[src/rtl/hazard_forward_ctrl.sv]
// Purpose : load-use hazard detection, registered ALU-operand forwarding selects and a stall counter.
// Latency : stall/pc_write/ifid_write/idex_flush are combinational; fwd_a/fwd_b update one edge later.
// Backpr. : stall holds PC and IF/ID and bubbles ID/EX; the EX->MEM tracking never freezes.
//
// Ports:
//   clk, reset            rising-edge clock, asynchronous active-high reset
//   id_rs/id_rt           source fields of the instruction in ID, with id_uses_rs/id_uses_rt
//   ex_reg_dest           destination picked by the EX destination mux (rt or rd)
//   ex_reg_write          EX instruction writes the register file
//   ex_mem_read           EX instruction is a load
//   pc_write, ifid_write  enables, low while stalling
//   idex_flush            zero the ID/EX control word (bubble)
//   fwd_a, fwd_b          00 = register file, 10 = EX/MEM ALU result, 01 = MEM/WB write data
//   stall_count           saturating count of stall cycles since reset
module hazard_forward_ctrl #(
   parameter int REG_W = 5,
   parameter int CNT_W = 16
) (
   input  logic             clk,
   input  logic             reset,
   input  logic [REG_W-1:0] id_rs,
   input  logic [REG_W-1:0] id_rt,
   input  logic             id_uses_rs,
   input  logic             id_uses_rt,
   input  logic [REG_W-1:0] ex_reg_dest,
   input  logic             ex_reg_write,
   input  logic             ex_mem_read,
   output logic             pc_write,
   output logic             ifid_write,
   output logic             idex_flush,
   output logic [1:0]       fwd_a,
   output logic [1:0]       fwd_b,
   output logic [CNT_W-1:0] stall_count
);

   localparam logic [1:0] FWD_RF  = 2'b00;
   localparam logic [1:0] FWD_EX  = 2'b10;
   localparam logic [1:0] FWD_MEM = 2'b01;

   logic [REG_W-1:0] mem_dest;
   logic             mem_reg_write;
   logic             stall;
   logic             ex_dest_nz;
   logic             mem_dest_nz;
   logic [1:0]       fwd_a_nxt;
   logic [1:0]       fwd_b_nxt;

   assign ex_dest_nz  = (ex_reg_dest != '0);
   assign mem_dest_nz = (mem_dest != '0);

   // Only a load in EX can stall: its data is not ready until the end of MEM.
   assign stall = ex_mem_read & ex_reg_write & ex_dest_nz &
                  ((id_uses_rs & (ex_reg_dest == id_rs)) |
                   (id_uses_rt & (ex_reg_dest == id_rt)));

   assign pc_write   = ~stall;
   assign ifid_write = ~stall;
   assign idex_flush = stall;

   // EX match is checked first: the younger producer holds the current value.
   // A load in EX is excluded because its result only exists once it reaches MEM/WB.
   always_comb begin
      fwd_a_nxt = FWD_RF;
      fwd_b_nxt = FWD_RF;
      if (!stall) begin
         if (id_uses_rs && ex_reg_write && !ex_mem_read && ex_dest_nz && (ex_reg_dest == id_rs))
            fwd_a_nxt = FWD_EX;
         else if (id_uses_rs && mem_reg_write && mem_dest_nz && (mem_dest == id_rs))
            fwd_a_nxt = FWD_MEM;

         if (id_uses_rt && ex_reg_write && !ex_mem_read && ex_dest_nz && (ex_reg_dest == id_rt))
            fwd_b_nxt = FWD_EX;
         else if (id_uses_rt && mem_reg_write && mem_dest_nz && (mem_dest == id_rt))
            fwd_b_nxt = FWD_MEM;
      end
   end

   always_ff @(posedge clk or posedge reset) begin
      if (reset) begin
         mem_dest      <= '0;
         mem_reg_write <= 1'b0;
         fwd_a         <= FWD_RF;
         fwd_b         <= FWD_RF;
         stall_count   <= '0;
      end else begin
         mem_dest      <= ex_reg_dest;
         mem_reg_write <= ex_reg_write;
         fwd_a         <= fwd_a_nxt;
         fwd_b         <= fwd_b_nxt;
         if (stall && (stall_count != {CNT_W{1'b1}}))
            stall_count <= stall_count + {{(CNT_W-1){1'b0}}, 1'b1};
      end
   end

endmodule

[config.mk]
export PLATFORM = sky130hd
export DESIGN_NAME = hazard_forward_ctrl
export DESIGN_NICKNAME = d
export VERILOG_FILES = /design/src/rtl/hazard_forward_ctrl.sv
export SDC_FILE = /design/constraint.sdc
export NUM_CORES = 1
export LEC_CHECK = 0
export CAP_MARGIN = 20
export CELL_PAD_IN_SITES_DETAIL_PLACEMENT = 2
export CELL_PAD_IN_SITES_GLOBAL_PLACEMENT = 2
export CORE_MARGIN = 1
export CORE_UTILIZATION = 27
export CTS_CLUSTER_SIZE = 16
export DETAILED_ROUTE_END_ITERATION = 12
export MAX_ROUTING_LAYER = met4
export PLACE_DENSITY_LB_ADDON = 0.1
export RECOVER_POWER = 100
export SLEW_MARGIN = 30
export SYNTH_ARGS = -nofsm -noshare
export SYNTH_HDL_FRONTEND = slang
export SYNTH_SLANG_ARGS = --single-unit
export TNS_END_PERCENT = 30
[constraint.sdc]
create_clock -name clk -period 2.65 [get_ports clk]
set_clock_uncertainty 0.15 [all_clocks]
set_input_delay 0.3975 -clock clk [delete_from_list [all_inputs] [get_ports clk]]
set_output_delay 0.3975 -clock clk [all_outputs]
set_load 0.03 [all_outputs]
==> impl_metrics.yaml <==
routing:
  num_vias: 1147
  drc: 0
  wl_um: 3840
  drtIter0Drc: 13
  top_layer_used: "met4"
  dr.pass1.iters: 2
  drtAntennaViolNets: 0
  route.met2.wl_um: 1980
  avgRoutedWirePerCell_um: 15.1
  m1WireLength_um: 1650
  vias_per_cell: 4.50
  wl_met3_um: 127
logic_synthesis:
  synth.top_cell.area_share_pct: 49.3
  synthAdderAreaFrac_pct: 0.948
  synth_top_family_by_area: "XOR/XNOR gates"
  synth_edf_count: 0
  ys_types: 24
  netlist_area_um2: 1320
  synth.area.top_cells: "dfrtp_1 49%, xor2_1 15%, xnor2_1 8.6%, nor4_1 3.3%, nand3_1 2.7%"
  synth_nets: 144
  syn_inst: 122
  ys.flop_type: "dfrtp_1"
  yosys_warnings: 0
  synth_compound_area_share_pct: 3.98
  synthMuxAreaShare_pct: 1.14
  yosysTopAreaCell: "dfrtp_1"
  synth.avg_cell_area_um2: 10.8
  synth-simple-area-share_pct: 17.7
  async_reset_ff_share_pct: 100
  ys_seq_area_share_pct: 49.3
  synth_seq_cells: 26
  synth-xor-area-share_pct: 23.2
place:
  dp_cells: 251
  dp_hpwl_um: 2990
  gp_congestion: 0.786
  io_buffers: 43
  placed_cell_area_um2: 1980
run:
  maxCapViolCount: 0
sta:
  tightest_slew_ns: 1.45
  maxSlewHeadroom_pct: 3.64
  fmax_mhz: 389
  setup_violations: 0
  hold_viol: 0
  fin_crit_ns: 2.57
  rsz0062_at_grt: "no"
  post-route-period-util_pct: 97.0
  slew_viol_final: 0
  final.setup.tns_ns: 0
min_path:
  worstHoldPathType: "in -> reg"
  hold_depth: 1
clocking:
  hold_buffers: 0
  post_cts_buffers: 0
  cts_tree: "built"
  htree_levels: 1
  numCtsBuffers: 3
  cts_sinks: 26
  cts_buffer_depth: 2
  cts_root_buf: "clkbuf_8"
  cts_resized: 6
  clkTransAtPathRegs_ns: 0.09
  insertion_delay_ns: 0.27
layout:
  diodes: 0
  fin_nets: 211
  area_growth_pct: 56.3
  design_area_um2: 2060
  final_core_util_pct: 43.7
  stdcell_count: 255
  fillers: 507
  drive_gt1_share_pct: 18.6
power:
  seq_power_share_pct: 46.2
  power.leakage_nw: 0.965
  p_switching_w: 0.000237
  power_frac_comb_pct: 18.4
  power.internal_w: 0.000704
  power_density_nw_per_um2: 456
  ir_drop_v: 0.000339
  power_w: 0.000940
  pwr-share-clk_pct: 35.4
  power.share.switching_pct: 25.2
global_routing:
  antenna_found_initial: 0
  grt_max_degree: 27
  track_usage_pct: 16.9
  overflow: 0
  grt_pass1_wl_um: 6400
  grt_pass1_vias: 1297
worst_setup_path:
  worstPathArrival_ns: 2.02
  cp-start-kind: "input pin"
  worst_ep_required_time_ns: 2.10
  cp-end-kind: "primary output"
  critical_path_class: "in -> out"
  rr_worst_depth: 7
  worstPathMaxFanout: 3
die:
  std_cell_rows: 25
  core_um2: 4720
  fp.dieH_um: 71.9
  fp.dieW_um: 71.9
  ioPinCount: 44
  start_util_pct: 27.9
  dieArea_um2: 5170
outcome:
  status: "completed"
## critical path: stages
cell and delay (ns):
clkdlybuf4s50_1 0.46, or3_4 0.41, o311a_1 0.35, o21ai_2 0.09, inv_1 0.05, clkdlybuf4s15_2 0.27
## metal layers
metal | track usage (%) | up-vias
li1 | - | 547
met1 | 20.0 | 566
met2 | 29.6 | 28
met3 | 2.64 | 6
met4 | 5.45 | 0
met5 | - | -
## state kept, by name, summed over array words and instances, names as in the netlist
| register | cells |
|---|---|
| mem_dest | 5 |
| fwd_a | 2 |
| fwd_b | 2 |
| mem_reg_write | 1 |
| stall_count | 16 |
## metrics by stage
stage | setup slack [ns] | hold WS [ns]
floorplan | 0.136 | 0.279
global placement | -0.275 | 0.331
detailed placement | -0.364 | 0.344
CTS | 0.0128 | 0.317
global route | 0.00398 | 0.316
finish | 0.0787 | 0.322
## logic make-up (layout without fill, tap and decap cells)
kind of cell             count (synthesis)  after routing
AO/OA/AOI/OAI                            6              6
XOR/XNOR                                35             35
adder cells (fa/ha/maj)                  1              1
buffers and inverters                   10             76
flip-flops                              26             26
multiplexers                             1              1
AND/OR/NAND/NOR                         43             43
## power by group through the flow
stage / registers, W / clock network [W] / logic [W]
final: 0.000435 / 0.000333 / 0.000173
after global routing: 0.000439 / 0.000357 / 0.000187
after CTS: 0.000437 / 0.000342 / 0.000178
after detailed placement: 0.000444 / 0 / 0.000175
after global placement: 0.000442 / 0 / 0.000168
after floorplan: 0.000459 / 0 / 0.0000539
## cell usage after synthesis, types with 2 or more instances
library cell / number
and2_1: 2
dfrtp_1: 26
inv_1: 8
nand2_1: 5
nand3_1: 7
nand4_1: 3
nor2_1: 6
nor3_1: 6
nor3b_1: 2
nor4_1: 7
o311a_1: 3
or3_1: 2
xnor2_1: 13
xor2_1: 22
## cell usage in the layout, fill, tap and decap left out
| cell type | n |
|---|---|
| nor2_1 | 6 |
| o21ai_2 | 2 |
| o311a_1 | 3 |
| buf_12 | 1 |
| dlygate4sd3_1 | 23 |
| nor4_1 | 7 |
| or2_2 | 1 |
| nand3_1 | 7 |
| mux2_4 | 1 |
| o31a_1 | 1 |
| nand4_1 | 3 |
| clkdlybuf4s15_2 | 1 |
| clkdlybuf4s50_1 | 16 |
| or3_1 | 1 |
| nor3_2 | 2 |
| and2_1 | 2 |
| nor3b_1 | 2 |
| inv_1 | 8 |
| dlygate4sd2_1 | 1 |
| or3_2 | 1 |
| or4_1 | 1 |
| bufinv_16 | 1 |
| ha_1 | 1 |
| buf_4 | 21 |
| nor3_1 | 4 |
| xnor2_1 | 13 |
| or3_4 | 1 |
| dfrtp_1 | 26 |
| nand2_1 | 5 |
| clkbuf_1 | 1 |
| xor2_1 | 22 |
| clkbuf_8 | 3 |
## final timing paths
path | from | to | slack, ns
min in group asynchronous | reset | stall_count[3]$_DFFE_PP0P_ | 0.89
max reg2reg | stall_count[0]$_DFFE_PP0P_ | stall_count[1]$_DFFE_PP0P_ | 0.15
min reg2reg | stall_count[14]$_DFFE_PP0P_ | stall_count[14]$_DFFE_PP0P_ | 0.35
max | ex_reg_dest[1] | idex_flush | 0.08
max in group asynchronous | reset | fwd_b[1]$_DFF_PP0_ | 0.61
min | ex_reg_dest[0] | mem_dest[0]$_DFF_PP0_ | 0.32
## area by class of cell
class                      count  area (um2)  area share, %
clock buffer                   3        41.3           2.00
sequential                    26         651           31.5
inverter                       8        30.0           1.46
multi-input combinational     86         636           30.8
clock inverter                 1        30.0           1.46
tap                           67        83.8           4.06
timing repair buffer          64         592           28.7
(Power assumes the default switching activity.)
